===== src/rtl/plheader_pkg.sv =====
// Shared constants, state type and the PLS encoder for the DVB-S2 PL header.
// The encoder function is also used by the receive-side header correlator.
package plheader_pkg;

    localparam int HDR_LEN = 90;
    localparam int PLS_LEN = 64;

    localparam logic [25:0] SOF_BITS_DEF = 26'h18D2E82;
    localparam logic [63:0] SCR_BITS_DEF = 64'h719D83C953422DFA;

    // Row i is gated by PLS bit b_i; row bit 31 is code bit y0.
    localparam logic [5:0][31:0] RM_ROWS = {
        32'hFFFFFFFF,
        32'h0000FFFF,
        32'h00FF00FF,
        32'h0F0F0F0F,
        32'h33333333,
        32'h55555555
    };

    localparam logic [2:0] CODE_E0_DEF = 3'd0;
    localparam logic [2:0] CODE_E1_DEF = 3'd3;
    localparam logic [2:0] CODE_O0_DEF = 3'd6;
    localparam logic [2:0] CODE_O1_DEF = 3'd5;

    typedef enum logic [1:0] {
        ST_IDLE,
        ST_ENC,
        ST_STREAM
    } state_t;

    // Returns the scrambled 64-bit PLS field, first transmitted bit in [63].
    function automatic logic [63:0] pls_encode(input logic [4:0]  modcod,
                                               input logic [1:0]  ftype,
                                               input logic [63:0] scr = SCR_BITS_DEF);
        logic [6:0]  b;
        logic [31:0] y;
        logic [63:0] z;
        b = {ftype[0], ftype[1], modcod[0], modcod[1], modcod[2], modcod[3], modcod[4]};
        y = '0;
        for (int i = 0; i < 6; i++) begin
            if (b[i]) y = y ^ RM_ROWS[i];
        end
        for (int k = 0; k < 32; k++) begin
            z[63 - 2*k] = y[31 - k];
            z[62 - 2*k] = y[31 - k] ^ b[6];
        end
        return z ^ scr;
    endfunction

endpackage


===== src/rtl/plheader_stream_if.sv =====
// Request and symbol-stream handshakes between frame scheduler, header
// generator and symbol mux.
interface plheader_stream_if #(
    parameter int SYM_W = 3
);
    logic             req_valid;
    logic             req_ready;
    logic [4:0]       modcod;
    logic [1:0]       ftype;
    logic             out_valid;
    logic             out_ready;
    logic [SYM_W-1:0] out_sym;
    logic [6:0]       out_idx;
    logic             out_last;

    modport master (
        output req_valid, modcod, ftype, out_ready,
        input  req_ready, out_valid, out_sym, out_idx, out_last
    );

    modport slave (
        input  req_valid, modcod, ftype, out_ready,
        output req_ready, out_valid, out_sym, out_idx, out_last
    );
endinterface


===== src/rtl/plheader_pls_enc.sv =====
// Combinational RM(32,6) biorthogonal encode with b6 repetition and PLS
// scrambling; output bit [63] is transmitted first.
module plheader_pls_enc
    import plheader_pkg::*;
#(
    parameter logic [63:0] SCR_BITS = SCR_BITS_DEF
) (
    input  logic [4:0]  modcod,
    input  logic [1:0]  ftype,
    output logic [63:0] pls
);
    assign pls = pls_encode(modcod, ftype, SCR_BITS);
endmodule


===== src/rtl/plheader_stream.sv =====
// Run-time DVB-S2 PL-header generator: builds SOF + scrambled PLS code for any
// MODCOD/TYPE and streams the 90 pi/2-BPSK symbol codes over valid/ready.
module plheader_stream
    import plheader_pkg::*;
#(
    parameter int                 SYM_W    = 3,
    parameter int                 SOF_LEN  = 26,
    parameter logic [SOF_LEN-1:0] SOF_BITS = SOF_BITS_DEF,
    parameter logic [63:0]        SCR_BITS = SCR_BITS_DEF,
    parameter logic [SYM_W-1:0]   CODE_E0  = SYM_W'(CODE_E0_DEF),
    parameter logic [SYM_W-1:0]   CODE_E1  = SYM_W'(CODE_E1_DEF),
    parameter logic [SYM_W-1:0]   CODE_O0  = SYM_W'(CODE_O0_DEF),
    parameter logic [SYM_W-1:0]   CODE_O1  = SYM_W'(CODE_O1_DEF)
) (
    input  logic              clk,
    input  logic              rst,
    plheader_stream_if.slave  s
);
    localparam logic [6:0] LAST_IDX = 7'(HDR_LEN - 1);

    generate
        if (SOF_LEN + PLS_LEN != HDR_LEN) begin : g_len_err
            $error("plheader_stream: SOF_LEN + 64 must equal 90");
        end
    endgenerate

    state_t             state_reg, state_next;
    logic [HDR_LEN-1:0] sr_reg;
    logic [6:0]         cnt_reg;
    logic [4:0]         modcod_reg;
    logic [1:0]         ftype_reg;
    logic [63:0]        pls;

    plheader_pls_enc #(
        .SCR_BITS (SCR_BITS)
    ) u_pls_enc (
        .modcod (modcod_reg),
        .ftype  (ftype_reg),
        .pls    (pls)
    );

    always_ff @(posedge clk or posedge rst) begin
        if (rst) state_reg <= ST_IDLE;
        else     state_reg <= state_next;
    end

    always_comb begin
        state_next = state_reg;
        case (state_reg)
            ST_IDLE:   if (s.req_valid) state_next = ST_ENC;
            ST_ENC:    state_next = ST_STREAM;
            ST_STREAM: if (s.out_ready && cnt_reg == LAST_IDX) state_next = ST_IDLE;
            default:   state_next = ST_IDLE;
        endcase
    end

    // Datapath: request latch, header load and per-handshake shift.
    always_ff @(posedge clk or posedge rst) begin
        if (rst) begin
            sr_reg     <= '0;
            cnt_reg    <= '0;
            modcod_reg <= '0;
            ftype_reg  <= '0;
        end else begin
            case (state_reg)
                ST_IDLE: begin
                    cnt_reg <= '0;
                    if (s.req_valid) begin
                        modcod_reg <= s.modcod;
                        ftype_reg  <= s.ftype;
                    end
                end
                ST_ENC: begin
                    sr_reg  <= {SOF_BITS, pls};
                    cnt_reg <= '0;
                end
                ST_STREAM: begin
                    if (s.out_ready) begin
                        sr_reg  <= {sr_reg[HDR_LEN-2:0], 1'b0};
                        cnt_reg <= (cnt_reg == LAST_IDX) ? 7'd0 : cnt_reg + 7'd1;
                    end
                end
                default: cnt_reg <= '0;
            endcase
        end
    end

    // Outputs decode registered state only, so out_ready never reaches them.
    always_comb begin
        s.req_ready = 1'b0;
        s.out_valid = 1'b0;
        s.out_sym   = '0;
        s.out_idx   = '0;
        s.out_last  = 1'b0;
        case (state_reg)
            ST_IDLE: s.req_ready = 1'b1;
            ST_STREAM: begin
                s.out_valid = 1'b1;
                s.out_idx   = cnt_reg;
                s.out_last  = (cnt_reg == LAST_IDX);
                if (cnt_reg[0]) s.out_sym = sr_reg[HDR_LEN-1] ? CODE_O1 : CODE_O0;
                else            s.out_sym = sr_reg[HDR_LEN-1] ? CODE_E1 : CODE_E0;
            end
            default: ;
        endcase
    end

endmodule


===== src/flat_wrapper.sv =====
// flat-port wrapper written by rule: the top's interface ports become plain ports
module plheader_stream_flat import plheader_pkg::*;
#(
    parameter int                 SYM_W    = 3,
    parameter int                 SOF_LEN  = 26,
    parameter logic [SOF_LEN-1:0] SOF_BITS = SOF_BITS_DEF,
    parameter logic [63:0]        SCR_BITS = SCR_BITS_DEF,
    parameter logic [SYM_W-1:0]   CODE_E0  = SYM_W'(CODE_E0_DEF),
    parameter logic [SYM_W-1:0]   CODE_E1  = SYM_W'(CODE_E1_DEF),
    parameter logic [SYM_W-1:0]   CODE_O0  = SYM_W'(CODE_O0_DEF),
    parameter logic [SYM_W-1:0]   CODE_O1  = SYM_W'(CODE_O1_DEF)
)
  (clk, rst, s_req_valid, s_modcod, s_ftype, s_out_ready, s_req_ready, s_out_valid, s_out_sym, s_out_idx, s_out_last);
  plheader_stream_if #(.SYM_W(SYM_W)) s_i ();
  input  logic clk;
  input  logic rst;
  input wire logic [$bits(s_i.req_valid)-1:0] s_req_valid;
  input wire logic [$bits(s_i.modcod)-1:0] s_modcod;
  input wire logic [$bits(s_i.ftype)-1:0] s_ftype;
  input wire logic [$bits(s_i.out_ready)-1:0] s_out_ready;
  output wire logic [$bits(s_i.req_ready)-1:0] s_req_ready;
  output wire logic [$bits(s_i.out_valid)-1:0] s_out_valid;
  output wire logic [$bits(s_i.out_sym)-1:0] s_out_sym;
  output wire logic [$bits(s_i.out_idx)-1:0] s_out_idx;
  output wire logic [$bits(s_i.out_last)-1:0] s_out_last;
  assign s_i.req_valid = s_req_valid;
  assign s_i.modcod = s_modcod;
  assign s_i.ftype = s_ftype;
  assign s_i.out_ready = s_out_ready;
  assign s_req_ready = s_i.req_ready;
  assign s_out_valid = s_i.out_valid;
  assign s_out_sym = s_i.out_sym;
  assign s_out_idx = s_i.out_idx;
  assign s_out_last = s_i.out_last;
  plheader_stream #(.SYM_W(SYM_W), .SOF_LEN(SOF_LEN), .SOF_BITS(SOF_BITS), .SCR_BITS(SCR_BITS), .CODE_E0(CODE_E0), .CODE_E1(CODE_E1), .CODE_O0(CODE_O0), .CODE_O1(CODE_O1)) u_core (.clk(clk), .rst(rst), .s(s_i));
endmodule

===== config.mk =====
export PLATFORM = sky130hd
export DESIGN_NAME = plheader_stream_flat
export DESIGN_NICKNAME = d
export VERILOG_FILES = /design/src/rtl/plheader_pkg.sv /design/src/rtl/plheader_stream_if.sv /design/src/rtl/plheader_pls_enc.sv /design/src/rtl/plheader_stream.sv /design/src/flat_wrapper.sv
export SDC_FILE = /design/constraint.sdc
export NUM_CORES = 1
export LEC_CHECK = 0
export ABC_CLOCK_PERIOD_IN_PS = 3400
export CAP_MARGIN = 20
export CORE_ASPECT_RATIO = 0.9
export CORE_MARGIN = 5
export CORE_UTILIZATION = 55
export DETAILED_ROUTE_END_ITERATION = 8
export HOLD_SLACK_MARGIN = 0.12
export PLACE_DENSITY = 0.82
export SYNTH_ARGS = -nofsm -noshare
export SYNTH_HDL_FRONTEND = slang
export SYNTH_SLANG_ARGS = --single-unit

===== constraint.sdc =====
create_clock -name clk -period 3.4 [get_ports clk]
set_input_delay 0.85 -clock clk [delete_from_list [all_inputs] [get_ports clk]]
set_output_delay 0.85 -clock clk [all_outputs]
set_load 0.01 [all_outputs]

* Word level (Yosys, flattened, before mapping)
Index checks and enable logic that the tools add are counted.
** Storage, ports and cells
- Register bits after elaboration :: 106
- Input bits :: 11
- Output and inout port bits :: 13
** Operators by class
- Reductions and logical operators :: 6
- Add/sub/neg operators :: 1
- Mux-type cells :: 22
- Equality and inequality tests :: 6
- Bitwise gates (word level) :: 38
** Operator list (number)
- $pmux W90 S2 :: 1
- $mux W90 :: 1
- $not A16 Y16 :: 4
- $mux W32 :: 1
- $not A31 Y32 :: 1
- $not A32 Y32 :: 1
- $xor A1 B1 Y1 :: 32
- $mux W31 :: 1
- $mux W30 :: 1
- $mux W28 :: 1
- $mux W7 :: 4
- $mux W24 :: 1
- $mux W16 :: 1
- $mux W2 :: 4
- $add A7 B1 Y7 const B :: 1
- $eq A7 B7 Y1 const B :: 1
- $mux W3 :: 2
- $pmux W2 S3 :: 1
- $reduce_and A2 Y1 :: 3
- $ne A2 B2 Y1 const B :: 2
- $mux W1 :: 3
- $eq A2 B1 Y1 const B :: 1
- $eq A2 B2 Y1 const B :: 1
- $logic_not A2 Y1 :: 1
- 3 further kinds :: 3

* Longest topological paths before layout
Gate-level depths: netlist (run 1).
- Depth after elaboration :: 14
- Depth in mapped cells :: 7
- Depth with buffers taken out :: 6

* Modules after synthesis
Synthesis (run 1) repeated with hierarchy kept, for this count alone.
** Second synthesis, totals
- Cell total of the unflattened synthesis :: 519
- Area, all modules :: 5979.5 um^2
** Modules (own cells, without submodules)
- plheader_stream :: seq. area each 2652.5 um^2, instances 1, area an instance 4895.9 um^2, cells an instance 434
- plheader_pls_enc :: seq. area each 0.0 um^2, instances 1, area an instance 1083.5 um^2, cells an instance 85

* Least setup slack after synthesis (run 1)
Ideal clock, no wire load.
- Kind :: reg-to-output
- From :: register u_core.state_reg[0]
- To :: output s_out_sym[2]
- Arrival time :: 1.443 ns
- Slack :: 1.107 ns
- Cell stages (with the launch flop) :: 7
- Required time :: 2.550 ns
- Path through :: dfrtp_1 > nand2b_1 > clkbuf_1 > inv_1 > clkbuf_1 > and2_1 > buf_4
** On the way
- Word-level cells in the longest chain between the ends :: 2
** Ends and longest elaborated chain
- from (decl) :: RTL line plheader_stream.sv:27 : state_t state_reg, state_next;
- from (signal assigned) :: RTL line plheader_stream.sv:44 : else state_reg <= state_next;
- $eq A2 B2 Y1 :: RTL line plheader_stream.sv:95 : case (state_reg)
- $mux W3 :: RTL line plheader_stream.sv:95
- to (decl) :: RTL line flat_wrapper.sv:23 : output wire logic [$bits(s_i.out_sym)-1:0] s_out_sym;
Every way passes these cells.

* Worst setup path after layout (run 1)
- From :: register u_core.cnt_reg[0]
- To :: output s_out_last
** On the way
- Word-level cells in the longest chain between the ends :: 2
** Ends and longest elaborated chain
- from (decl) :: RTL line plheader_stream.sv:29 : logic [6:0] cnt_reg;
- from (signal assigned) :: RTL line plheader_stream.sv:80 : cnt_reg <= (cnt_reg == LAST_IDX) ? 7'd0 : cnt_reg + 7'd1;
- $eq A7 B7 Y1 :: RTL line plheader_stream.sv:100 : s.out_last = (cnt_reg == LAST_IDX);
- $mux W1 :: RTL line plheader_stream.sv:95
- to (decl) :: RTL line flat_wrapper.sv:25 : output wire logic [$bits(s_i.out_last)-1:0] s_out_last;
Every way passes these cells.

==> results of run 1 <==
[kinds of logic after synthesis]
| family | Yosys count | synth area share (%) |
|---|---|---|
| and+or+nand+nor | 209 | 16.1 |
| AOI/OAI and AO/OA | 125 | 14.4 |
| DFF | 106 | 45.2 |
| xor gates and xnor gates | 73 | 13.5 |
| buffers and inverters | 56 | 4.24 |
| muxes | 35 | 6.10 |
| adders and majority gates | 2 | 0.426 |
[cell type report]
class	count	area, sq um	area share (%)
Timing Repair Buffer	39	375	5.78
Clock inverter	6	83.8	1.29
Multi-Input combinational cell	444	2970	45.7
Inverter	5	22.5	0.347
Tap cell	129	161	2.49
Clock buffer	10	229	3.53
Sequential cell	106	2650	40.9
[synth_stat cells, types with 7 or more instances]
cell type,number,area (sq um)
xor2_1,23,201
a21oi_1,31,155
and3_1,11,68.8
buf_2,7,35.0
xnor2_1,38,333
clkbuf_1,27,101
nand2b_1,7,43.8
and2_1,8,50.1
o211a_1,10,100
o22ai_1,7,43.8
nor2_1,30,113
a211oi_1,13,97.6
buf_1,10,37.5
a31oi_1,9,56.3
nand2_1,102,383
nand3_1,32,160
mux2i_1,29,290
o21ai_0,21,105
a22oi_1,8,60.1
dfrtp_1,106,2650
[how the worst min path moves through the flow]
| stage | to |
|---|---|
| finish | u_core.sr_reg[89]$_DFFE_PP0P_ |
| global placement | u_core.sr_reg[89]$_DFFE_PP0P_ |
| CTS | u_core.sr_reg[89]$_DFFE_PP0P_ |
| global route | u_core.sr_reg[72]$_DFFE_PP0P_ |
| detailed placement | u_core.sr_reg[78]$_DFFE_PP0P_ |
| floorplan | u_core.sr_reg[67]$_DFFE_PP0P_ |
[power by group through the flow]
| stage | sequential (W) | clock (W) | combinational (W) |
|---|---|---|---|
| final | 0.00174 | 0.00111 | 0.000794 |
| after CTS | 0.00173 | 0.00112 | 0.000799 |
| after global placement | 0.00173 | 0 | 0.000753 |
| after detailed placement | 0.00175 | 0 | 0.000791 |
| after floorplan | 0.00167 | 0 | 0.000583 |
| after global routing | 0.00177 | 0.00118 | 0.000885 |
[tightest hold or removal path: stages, from the launching register on]
cell	delay [ps]
dfrtp_1	340
nand2_1	50
nand2_1	50
[routing by layer]
layer,share of wire [%],vias to the layer above,routed length (um)
li1,-,2093,-
met5,0,-,0
met2,48,196,6850
met4,2.0,0,289
met3,8.1,36,1150
met1,42,2245,5990
[metrics by stage]
step	hold WS (ps)	utilization, %	total power, W
floorplan	438	-	0.00225
global placement	447	59.8	0.00248
CTS	476	62.8	0.00364
finish	468	62.8	0.00364
detailed placement	456	59.8	0.00254
global route	500	62.8	0.00383
==> impl_results.md, run 1 <==
* Run status: complete, no violations
* CP required at about 2600 ps
* Commonest cells after routing, fill and taps aside: 105 x dfrtp_1, 102 x nand2_1, 38 x xnor2_1
* First-pass GRT wire length at ~24000 um
* EDFF count, synth at 0
* FF-to-FF path depth at 4
* Worst ir drop on vdd at between 0.3 and 0.4 mV
* Worst hold start: u_core.sr_reg[88]$_DFFE_PP0P_
* Final WS setup at approximately 390 ps
* Syn nets at 619
* Post-layout nets at 618
* Sw frac at 31.5%
* Port buffer count at 23
* Relative slew slack at between 20% and 30%
* Crit Reg-Reg Startpoint: u_core.ftype_reg[1]$_DFFE_PP0P_
* Yosys reg bits at between 100 and 150
* Hold crit path type: flip-flop to flip-flop
* Placed Area at 6180 sq um
* Layout cells sized above 1 at around 9.0%
* Min Clock Period, post-route at between 3000 and 4000 ps
* Sequential share of power at 47.7%
* Startpoint Class: flip-flop
* CP Depth at 5
* Clock Sinks at around 110
* Worst slack, placed at just over 600 ps
* GRT met2 Usage at a little under two fifths
* Hold Buf Count CTS at 0
* Buf+Inv Stages, Crit Path at 1
* Post-CTS Setup Bufs at 0
* WP data arrival at 2160 ps
* Filler Cell Count at roughly 800
* Ant. Diodes at 0
* DRT Wirelength at around 14000 um
* Max Cap Viol at 0
* Clock Tree Buf Depth at 2
* DRC errors left at 0
* Initial drt markers at about 510
* Syn-to-layout area delta at 10.6%
* Setup violators final at 0
* R2r setup slk at roughly 760 ps
* Pre-antenna DRT Iters at 6
* CP endpoint: s_out_last
* Final Max Tran Viols at 0
* Post-route ant nets at 0
* Post-synth top flop: dfrtp_1
* Achievable Freq at about 330 MHz
* CTS buffer count at 9
* Commonest non-fill, non-tap cell in the layout: dfrtp_1
* Final Instance Area at approximately 6500 sq um
* Layout Skew at 12.5 ps
* Die X at 119 um
* Crit Path Max Fanout at 7
* Number of cells upsized or downsized after cts at 0
* Largest net degree at the start of global routing at 107
* Wire per inst at approximately 19 um
* Pwr Density at about 560 nW/um^2
* Post-synthesis sequential area ratio at roughly 45%
* Synth warnings at 0
* Slowest Stage Delay on Critical Path at 550 ps
* H-tree depth at 3
* GRT Total Usage at a little under a quarter
* GR peak layer: met2
* Finished Layout Cells at approximately 740
* Final hold violations at 0
* Final period util at between 80% and 90%
* Met3 Track Usage GR at under 10%
* Internal power at ~0.0025 W
* Crit path max-delay family: simple AND/OR/NAND/NOR gates
* Crit path cell chain: ha_1 > nand2_1 > or4_1 > nor2_1 > clkdlybuf4s50_1
* DP Cell Count at approximately 720
* CP Class: flip-flop to primary output
* GRT overflow at 0
* Syn Inst Count at roughly 610
* DP HPWL at around 9000 um
* Critical path endpoint category: primary output
* Area of the core at 10300 sq um
* Register clock-pin slew on the reported worst setup and hold paths at roughly 70 ps
* Syn avg cell area at between 9 and 10 sq um
* Vias in the first global route at around 4500
* Worst-Skew Late Latency at approximately 360 ps
* Critical Path Source: u_core.cnt_reg[0]$_DFFE_PP0P_
* Slew @ Worst Pin at roughly 1100 ps
* Gpl congestion at approximately 0.93
* Async set-reset flop share out of synthesis at 100%
* CTS root buf: clkbuf_16
* Die Span Y at approximately 110 um
* Hold Path Depth at 2
* Number of antenna violations at the first check in global routing at 0
* Max reg flops at 90
* Post-Syn Area at just under 6000 sq um
* Starting Density at between 50% and 60%
* Net Sw Power at around 0.0011 W
* Vias per Instance at 6.18
* Met1 GRT Util at 31.4%
* Unrepaired setup endpoints after global routing: false
* R2R Path End: u_core.sr_reg[40]$_DFFE_PP0P_
* TritonCTS clock tree: yes
* Post-synth cell types at 51
* Final setup TNS at 0 ps
* Row Count at 35
* Comb power frac at between 20% and 30%
* DR vias at roughly 4600
* Io pins at 24
* Full die area at around 13000 sq um
* Crit-path slowest cell: clkdlybuf4s50_1
* Power share of the clock group at a little under a third
* Static Leak at between 2 and 3 nW
Note: power is estimated with default switching activity, not from simulation.
==> run 2: changes to the inputs <==
- CTS_CLUSTER_SIZE: unset -> 8
==> results of run 2 <==
No change in the layout: final DEF, timing and power equal those of run 1.
